File: src/rtl/shift3d_pkg.sv
// Shared constants, state type and sizing helper for the packed 3-D shift frame controller.
package shift3d_pkg;

    localparam int SHIFT3D_A = 3;
    localparam int SHIFT3D_B = 5;
    localparam int SHIFT3D_C = 2;

    typedef enum logic [1:0] {
        IDLE = 2'd0,
        FILL = 2'd1,
        FULL = 2'd2
    } shift3d_state_t;

    // Bits needed to hold a count of 0..n inclusive.
    function automatic int shift3d_count_w(input int n);
        return $clog2(n + 1);
    endfunction

endpackage

File: src/rtl/shift3d_array.sv
// Packed [A-1:0][B-1:0][C-1:0] serial shift storage; each shift moves every bit one flattened
// index up and loads in_bit at [0][0][0].
module shift3d_array #(
    parameter int A = 3,
    parameter int B = 5,
    parameter int C = 2
) (
    input  logic                       clock,
    input  logic                       reset,
    input  logic                       shift_en,
    input  logic                       in_bit,
    output logic [A-1:0][B-1:0][C-1:0] out
);

    localparam int N = A * B * C;

    // Flattened index i*B*C + j*C + k walks [i][j][0] -> [i][j][1] -> [i][j+1][0] -> ... -> [i+1][0][0].
    logic [N-1:0] flat;

    generate
        if (N == 1) begin : g_single
            always_ff @(posedge clock or posedge reset) begin
                if (reset) begin
                    flat <= '0;
                end else if (shift_en) begin
                    flat <= in_bit;
                end
            end
        end else begin : g_chain
            always_ff @(posedge clock or posedge reset) begin
                if (reset) begin
                    flat <= '0;
                end else if (shift_en) begin
                    flat <= {flat[N-2:0], in_bit};
                end
            end
        end
    endgenerate

    assign out = flat;

endmodule

File: src/rtl/shift3d_frame_ctrl.sv
// Serial-in / frame-out sequencer for the packed 3-D shift array.
// Optional SHIFT3D_FRAME_PARITY_EN adds frame_parity, the XOR of the held frame.
module shift3d_frame_ctrl
    import shift3d_pkg::*;
#(
    parameter int A = SHIFT3D_A,
    parameter int B = SHIFT3D_B,
    parameter int C = SHIFT3D_C
) (
    input  logic                       clock,
    input  logic                       reset,
    input  logic                       flush,
    input  logic                       in_valid,
    input  logic                       in_bit,
    output logic                       in_ready,
    output logic                       frame_valid,
    input  logic                       frame_ready,
    output logic [A-1:0][B-1:0][C-1:0] frame_out,
`ifdef SHIFT3D_FRAME_PARITY_EN
    output logic                       frame_parity,
`endif
    output logic                       busy
);

    localparam int N  = A * B * C;
    localparam int CW = shift3d_count_w(N);
    localparam logic [CW-1:0] ONE  = CW'(1);
    localparam logic [CW-1:0] LAST = CW'(N - 1);

    // Handshakes: a transfer happens on a rising edge where valid && ready are both high;
    // valid and its payload hold until that edge, and ready never depends on valid.
    // flush cancels any transfer scheduled for the same edge.
    shift3d_state_t state;
    logic [CW-1:0]  count;
    logic           parity;
    logic           accept;
    logic           take;

    assign accept = in_valid && in_ready && !flush;
    assign take   = frame_valid && frame_ready && !flush;

    always_ff @(posedge clock or posedge reset) begin
        if (reset) begin
            state       <= IDLE;
            count       <= '0;
            in_ready    <= 1'b0;
            frame_valid <= 1'b0;
            busy        <= 1'b0;
            parity      <= 1'b0;
        end else if (flush) begin
            state       <= IDLE;
            count       <= '0;
            in_ready    <= 1'b1;
            frame_valid <= 1'b0;
            busy        <= 1'b0;
            parity      <= 1'b0;
        end else begin
            case (state)
                IDLE: begin
                    in_ready <= 1'b1;
                    if (accept) begin
                        count  <= ONE;
                        parity <= in_bit;
                        busy   <= 1'b1;
                        if (N == 1) begin
                            state       <= FULL;
                            in_ready    <= 1'b0;
                            frame_valid <= 1'b1;
                        end else begin
                            state <= FILL;
                        end
                    end
                end
                FILL: begin
                    if (accept) begin
                        count  <= count + ONE;
                        parity <= parity ^ in_bit;
                        if (count == LAST) begin
                            state       <= FULL;
                            in_ready    <= 1'b0;
                            frame_valid <= 1'b1;
                        end
                    end
                end
                FULL: begin
                    // No bypass: ready returns only on the edge after the frame is taken.
                    if (take) begin
                        state       <= IDLE;
                        count       <= '0;
                        in_ready    <= 1'b1;
                        frame_valid <= 1'b0;
                        busy        <= 1'b0;
                        parity      <= 1'b0;
                    end
                end
                default: begin
                    state       <= IDLE;
                    count       <= '0;
                    in_ready    <= 1'b1;
                    frame_valid <= 1'b0;
                    busy        <= 1'b0;
                    parity      <= 1'b0;
                end
            endcase
        end
    end

`ifdef SHIFT3D_FRAME_PARITY_EN
    assign frame_parity = parity;
`endif

    shift3d_array #(
        .A(A),
        .B(B),
        .C(C)
    ) u_array (
        .clock   (clock),
        .reset   (reset),
        .shift_en(accept),
        .in_bit  (in_bit),
        .out     (frame_out)
    );

endmodule

File: config.mk
export PLATFORM = sky130hd
export DESIGN_NAME = shift3d_frame_ctrl
export DESIGN_NICKNAME = d
export VERILOG_FILES = /design/src/rtl/shift3d_pkg.sv /design/src/rtl/shift3d_array.sv /design/src/rtl/shift3d_frame_ctrl.sv
export SDC_FILE = /design/constraint.sdc
export NUM_CORES = 1
export LEC_CHECK = 0
export ABC_AREA = 0
export BUFFER_PORTS_ARGS = -buffer_cell sky130_fd_sc_hd__buf_2
export CAP_MARGIN = 20
export CORE_ASPECT_RATIO = 2
export CORE_UTILIZATION = 53
export DETAILED_ROUTE_END_ITERATION = 8
export PLACE_DENSITY = 0.9
export SLEW_MARGIN = 20
export SYNTH_ARGS = -nofsm -noshare
export SYNTH_HDL_FRONTEND = slang
export SYNTH_SLANG_ARGS = --single-unit
File: constraint.sdc
create_clock -name clock -period 1.95 [get_ports clock]
set_clock_uncertainty 0.2 [all_clocks]
set_input_delay 0.0975 -clock clock [delete_from_list [all_inputs] [get_ports clock]]
set_output_delay 0.0975 -clock clock [all_outputs]
set_load 0.05 [all_outputs]
# Word-level counts from Yosys, hierarchy flattened
# Index checks and enable logic that the tools add are counted.
[totals]
output_inout_bits = 33
in_bits = 6
ff_bits = 40
[classes]
eq_ne = 9
n_addsub = 1
mux = 24
reduce_logical = 11
[op_table]
columns = ["cell", "n"]
rows = [
  ["2-to-1 mux 5 bit", 4],
  ["case mux 5 bit (3 select lines)", 1],
  ["inequality test 3 bit, second input constant", 4],
  ["2-to-1 mux 1 bit", 10],
  ["2-to-1 mux 2 bit", 5],
  ["AND reduction 3 bit", 3],
  ["AND reduction 4 bit", 2],
  ["case mux 1 bit (3 select lines)", 2],
  ["case mux 2 bit (3 select lines)", 1],
  ["adder 5 x 1 -> 5 bit, second input constant", 1],
  ["equality test 5 bit, second input constant", 1],
  ["logical AND 1 bit", 4],
  ["inequality test 2 bit, second input constant", 2],
  ["equality test 2 x 1 -> 1 bit, second input constant", 1],
  ["equality test 2 bit, second input constant", 1],
  ["logical NOT 2 bit", 1],
  ["case mux 1 bit (2 select lines)", 1],
  ["logical NOT 1 bit", 1],
]

# Depth between registers and ports, before layout
[logic_depth]
depth_word = 5
ltp_mapped = 5

# By module
# From an unflattened synthesis, not the netlist that was laid out.
[unflattened]
cells_unflattened = 128
hier_area_um2 = 1788.0
[by_module_without_submodules]
columns = ["module", "n_inst", "cells_each", "area_each_um2", "seq_area_each_um2"]
rows = [
  ["shift3d_array", 1, 64, 1238.7, 750.7],
  ["shift3d_frame_ctrl", 1, 64, 549.3, 250.2],
]

# Worst setup path before layout
# OpenSTA, ideal clock, no wires.
[synth_path]
kind = "register to register"
startpoint = "reg in_ready"
endpoint = "reg u_array.flat[0], in the netlist u_array.out[0]"
period_less_slack_ps = 1932
arrival_ps = 1607
required_time_ps = 1625
setup_ps = 125
path_stages_with_launch = 5
n_path_buf = 1
setup_slack_ps = 18
path_cell_list = "dfrtp_1 -> nand2_2 -> or2_4 -> buf_12 -> mux2_4"
[synth_via]
elab_chain_len = 2
[synth_rtl]
columns = ["element", "line", "rtl"]
rows = [
  ["start: declaration", "shift3d_frame_ctrl.sv:15", "output logic in_ready,"],
  ["start signal: assignment", "shift3d_frame_ctrl.sv:46", "in_ready <= 1'b0;"],
  ["start signal: assignment", "shift3d_frame_ctrl.sv:53", "in_ready <= 1'b1;"],
  ["start signal: assignment", "shift3d_frame_ctrl.sv:60", "in_ready <= 1'b1;"],
  ["logical AND 1 bit (2 in series)", "shift3d_frame_ctrl.sv:39", "assign accept = in_valid && in_ready && !flush;"],
  ["end signal: assignment", "shift3d_array.sv:34", "flat <= {flat[N-2:0], in_bit};"],
  ["end: declaration", "shift3d_array.sv:18", "logic [N-1:0] flat;"],
]
# Every way passes these cells.
# A chain may end at the register's enable or synchronous reset.

# Worst setup path after layout
[layout_path]
startpoint = "in in_valid"
endpoint = "reg u_array.flat[9], in the netlist u_array.out[9]"
[layout_via]
elab_chain_len = 2
[layout_rtl]
columns = ["element", "line", "rtl"]
rows = [
  ["start: declaration", "shift3d_frame_ctrl.sv:13", "input logic in_valid,"],
  ["logical AND 1 bit (2 in series)", "shift3d_frame_ctrl.sv:39", ""],
]
# Every way passes these cells.

==> impl_metrics.env <==
export IMPL_dieArea_um2=3660
export IMPL_combinationalPowerShare_pct=36.4
export IMPL_cap_violations=0
export IMPL_syn_to_final_growth_pct=17.9
export IMPL_setup_viol=0
export IMPL_synth_flop_cell="dfrtp_1"
export IMPL_synth_cell_types=26
export IMPL_io_buffers=38
export IMPL_cts_buffers=5
export IMPL_yosysTopAreaCell="dfrtp_1"
export IMPL_clock_power_share_pct=23.4
export IMPL_vias=1172
export IMPL_post_drt_wl_per_cell_um=16.0
export IMPL_hold_violations=0
export IMPL_path_max_fanout=30
export IMPL_antenna_found_initial=0
export IMPL_synth_area_leaders="dfrtp_1, mux2_4, buf_12"
export IMPL_power_total_mw=2.76
export IMPL_nNetsFinal=179
export IMPL_critPathRequiredTime_ns=1.92
export IMPL_cts_tree="yes"
export IMPL_core_rowCount=29
export IMPL_track_usage_pct=20.2
export IMPL_p_leak_nw=1.16
export IMPL_powerDensity_nw_per_um2=1290
export IMPL_ys_warn_count=0
export IMPL_drc=0
export IMPL_drt_vias_per_instance=5.77
export IMPL_die_y_um=84.6
export IMPL_synth_edf_count=0
export IMPL_hold_path_class="in2reg"
export IMPL_start_util_pct=56.6
export IMPL_synth_top_cell_area_share_pct=55.4
export IMPL_drive_gt1_share_pct=46.5
export IMPL_num_io_pins=39
export IMPL_arrival_ns=1.78
export IMPL_worstSetupPathType="in2reg"
export IMPL_ir_drop_mv=0.763
export IMPL_grt_max_degree=31
export IMPL_grt_pass1_wl_um=5710
export IMPL_fin_crit_sh_pct=93.1
export IMPL_clk_latency_ns=0.28
export IMPL_ant_nets=0
export IMPL_fmax_ghz=0.551
export IMPL_cts_max_path_buffers=2
export IMPL_finalWeightedCongestion=0.911
export IMPL_avgSynthCellArea_um2=14.5
export IMPL_cts_num_sinks=40
export IMPL_wl_um=3240
export IMPL_overflow=0
export IMPL_htreeDepth=2
export IMPL_cts_root_buf="clkbuf_8"
export IMPL_async_flop_share_pct=100
export IMPL_status="completed"
export IMPL_synthCells=125
export IMPL_endpoint_kind="flop"
export IMPL_synth_seq_cells=40
export IMPL_p_sw_mw=1.07
export IMPL_drv_slew=0
export IMPL_dr_first_iter_drc_count=51
export IMPL_p_int_mw=1.69
export IMPL_relSlewSlack_pct=61.5
export IMPL_fp_dieW_um=43.3
export IMPL_pwr_share_seq_pct=40.2
export IMPL_rsz0062_at_grt="false"
export IMPL_clk_pin_slew_ns=0.07
export IMPL_setup_tns_final_ns=0
export IMPL_num_antenna_cells=0
export IMPL_place_hpwl_um=2340
export IMPL_ys_seq_area_share_pct=55.4
export IMPL_core_area_um2=3190
export IMPL_grt_pass1_vias=1282
export IMPL_worst_pin_slew_ns=0.578
export IMPL_syn_area_um2=1810
export IMPL_fin_crit_ns=1.82
export IMPL_synth_nets=133
export IMPL_cp_start_kind="input port"
export IMPL_ctsResizeCount=0
export IMPL_fin_hold_ws_ns=0.0968
export IMPL_first_pass_iters=4
export IMPL_swShare_pct=38.8
## layout by cell type (no fill, tap or decap), drive strengths merged
master and count:
dfrtp 40, o2bb2ai 1, nand2 6, a211oi 1, a31oi 1, inv 2
a22o 1, buf 40, ha 2, mux2 30, or2 2, dlygate4sd3 4
nand3b 1, bufinv 1, nor2b 1, nand3 5, o21ai 6, a21oi 10
and4 1, clkinv 1, nor4 1, nand4 2, clkbuf 6, o32ai 1
and3 2, nor2 4
## per-layer routing
metal  GRT usage [%]  wire, um  vias up
met3            5.59       164       12
met5               0         0        -
met2            32.7      1690       46
li1                -         -      535
met4            9.37        77        0
met1            24.1      1300      579
## stage by stage
step | cells | utilization [%] | instance area, um^2 | setup slack, ns
2_1_floorplan | 125 | - | 1810 | 0.0180
3_3_place_gp | 191 | 62.1 | 1980 | 0.233
3_5_place_dp | 191 | 62.1 | 1980 | 0.161
4_1_cts | 203 | 66.7 | 2130 | 0.152
5_1_grt | 203 | 66.7 | 2130 | 0.0558
6_report | 203 | 66.7 | 2130 | 0.135
## power by group through the flow
stage | clock, mW | combinational [mW] | sequential (mW)
after global placement | 0 | 0.990 | 1.12
after detailed placement | 0 | 1.00 | 1.12
after CTS | 0.664 | 1.01 | 1.11
final | 0.645 | 1.00 | 1.11
after floorplan | 0 | 0.296 | 1.62
after global routing | 0.700 | 1.05 | 1.13
## synth_stat cells, types with 2 or more instances
cell      number
inv_1          2
ha_1           2
nor2_1         4
and3_1         2
nand4_1        2
o21ai_0        5
nand2_1        5
dfrtp_1       40
clkbuf_1       2
a21oi_1       10
mux2_4        30
buf_12         3
nand3_1        5
## flip-flops by register name, indices dropped and copies added, names as in the netlist
signal / cells
busy: 1
count: 5
frame_valid: 1
in_ready: 1
state: 2
u_array.out: 30
## area by class of cell
type	instances	area, um^2
clock buffers	6	72.6
clock inverters	2	35.0
fillers	228	1060
inverters	2	7.51
multi-input cells	78	731
flip-flops and latches	40	1000
well taps	31	38.8
repair buffers	44	245
## what timing repair did
item / 4_1_cts / 5_1_grt
setup buffers: 0 / 0
hold buffers: 4 / 0
endpoints found under the hold margin: 17 / 0
## final timing paths
check	cells past startpoint	slack, ns	end	startpoint
setup / recovery	5	0.13	u_array.out[9]$_DFFE_PP0P_	in_valid
hold / removal	4	0.1	busy$_DFFE_PP0P_	frame_ready
setup reg to reg	3	0.15	u_array.out[9]$_DFFE_PP0P_	in_ready$_DFFE_PP0P_
hold reg to reg	1	0.32	u_array.out[29]$_DFFE_PP0P_	u_array.out[29]$_DFFE_PP0P_
max in group asynchronous	4	0.78	u_array.out[24]$_DFFE_PP0P_	reset
min in group asynchronous	3	0.19	u_array.out[15]$_DFFE_PP0P_	reset
## cells by family after synthesis
logic type               share of synthesized area, %
adder cells (fa/ha/maj)                          1.38
buffers and inverters                            4.16
flip-flops                                       55.4
AO/OA/AOI/OAI                                    6.65
AND/OR/NAND/NOR                                  7.48
multiplexers                                     24.9
## critical path, stage by stage
cell and delay, ns:
dlygate4sd3_1 0.53, buf_2 0.17, nand2_2 0.12, or2_4 0.51, mux2_4 0.35
No activity file was read; power rests on OpenSTA's default activity.
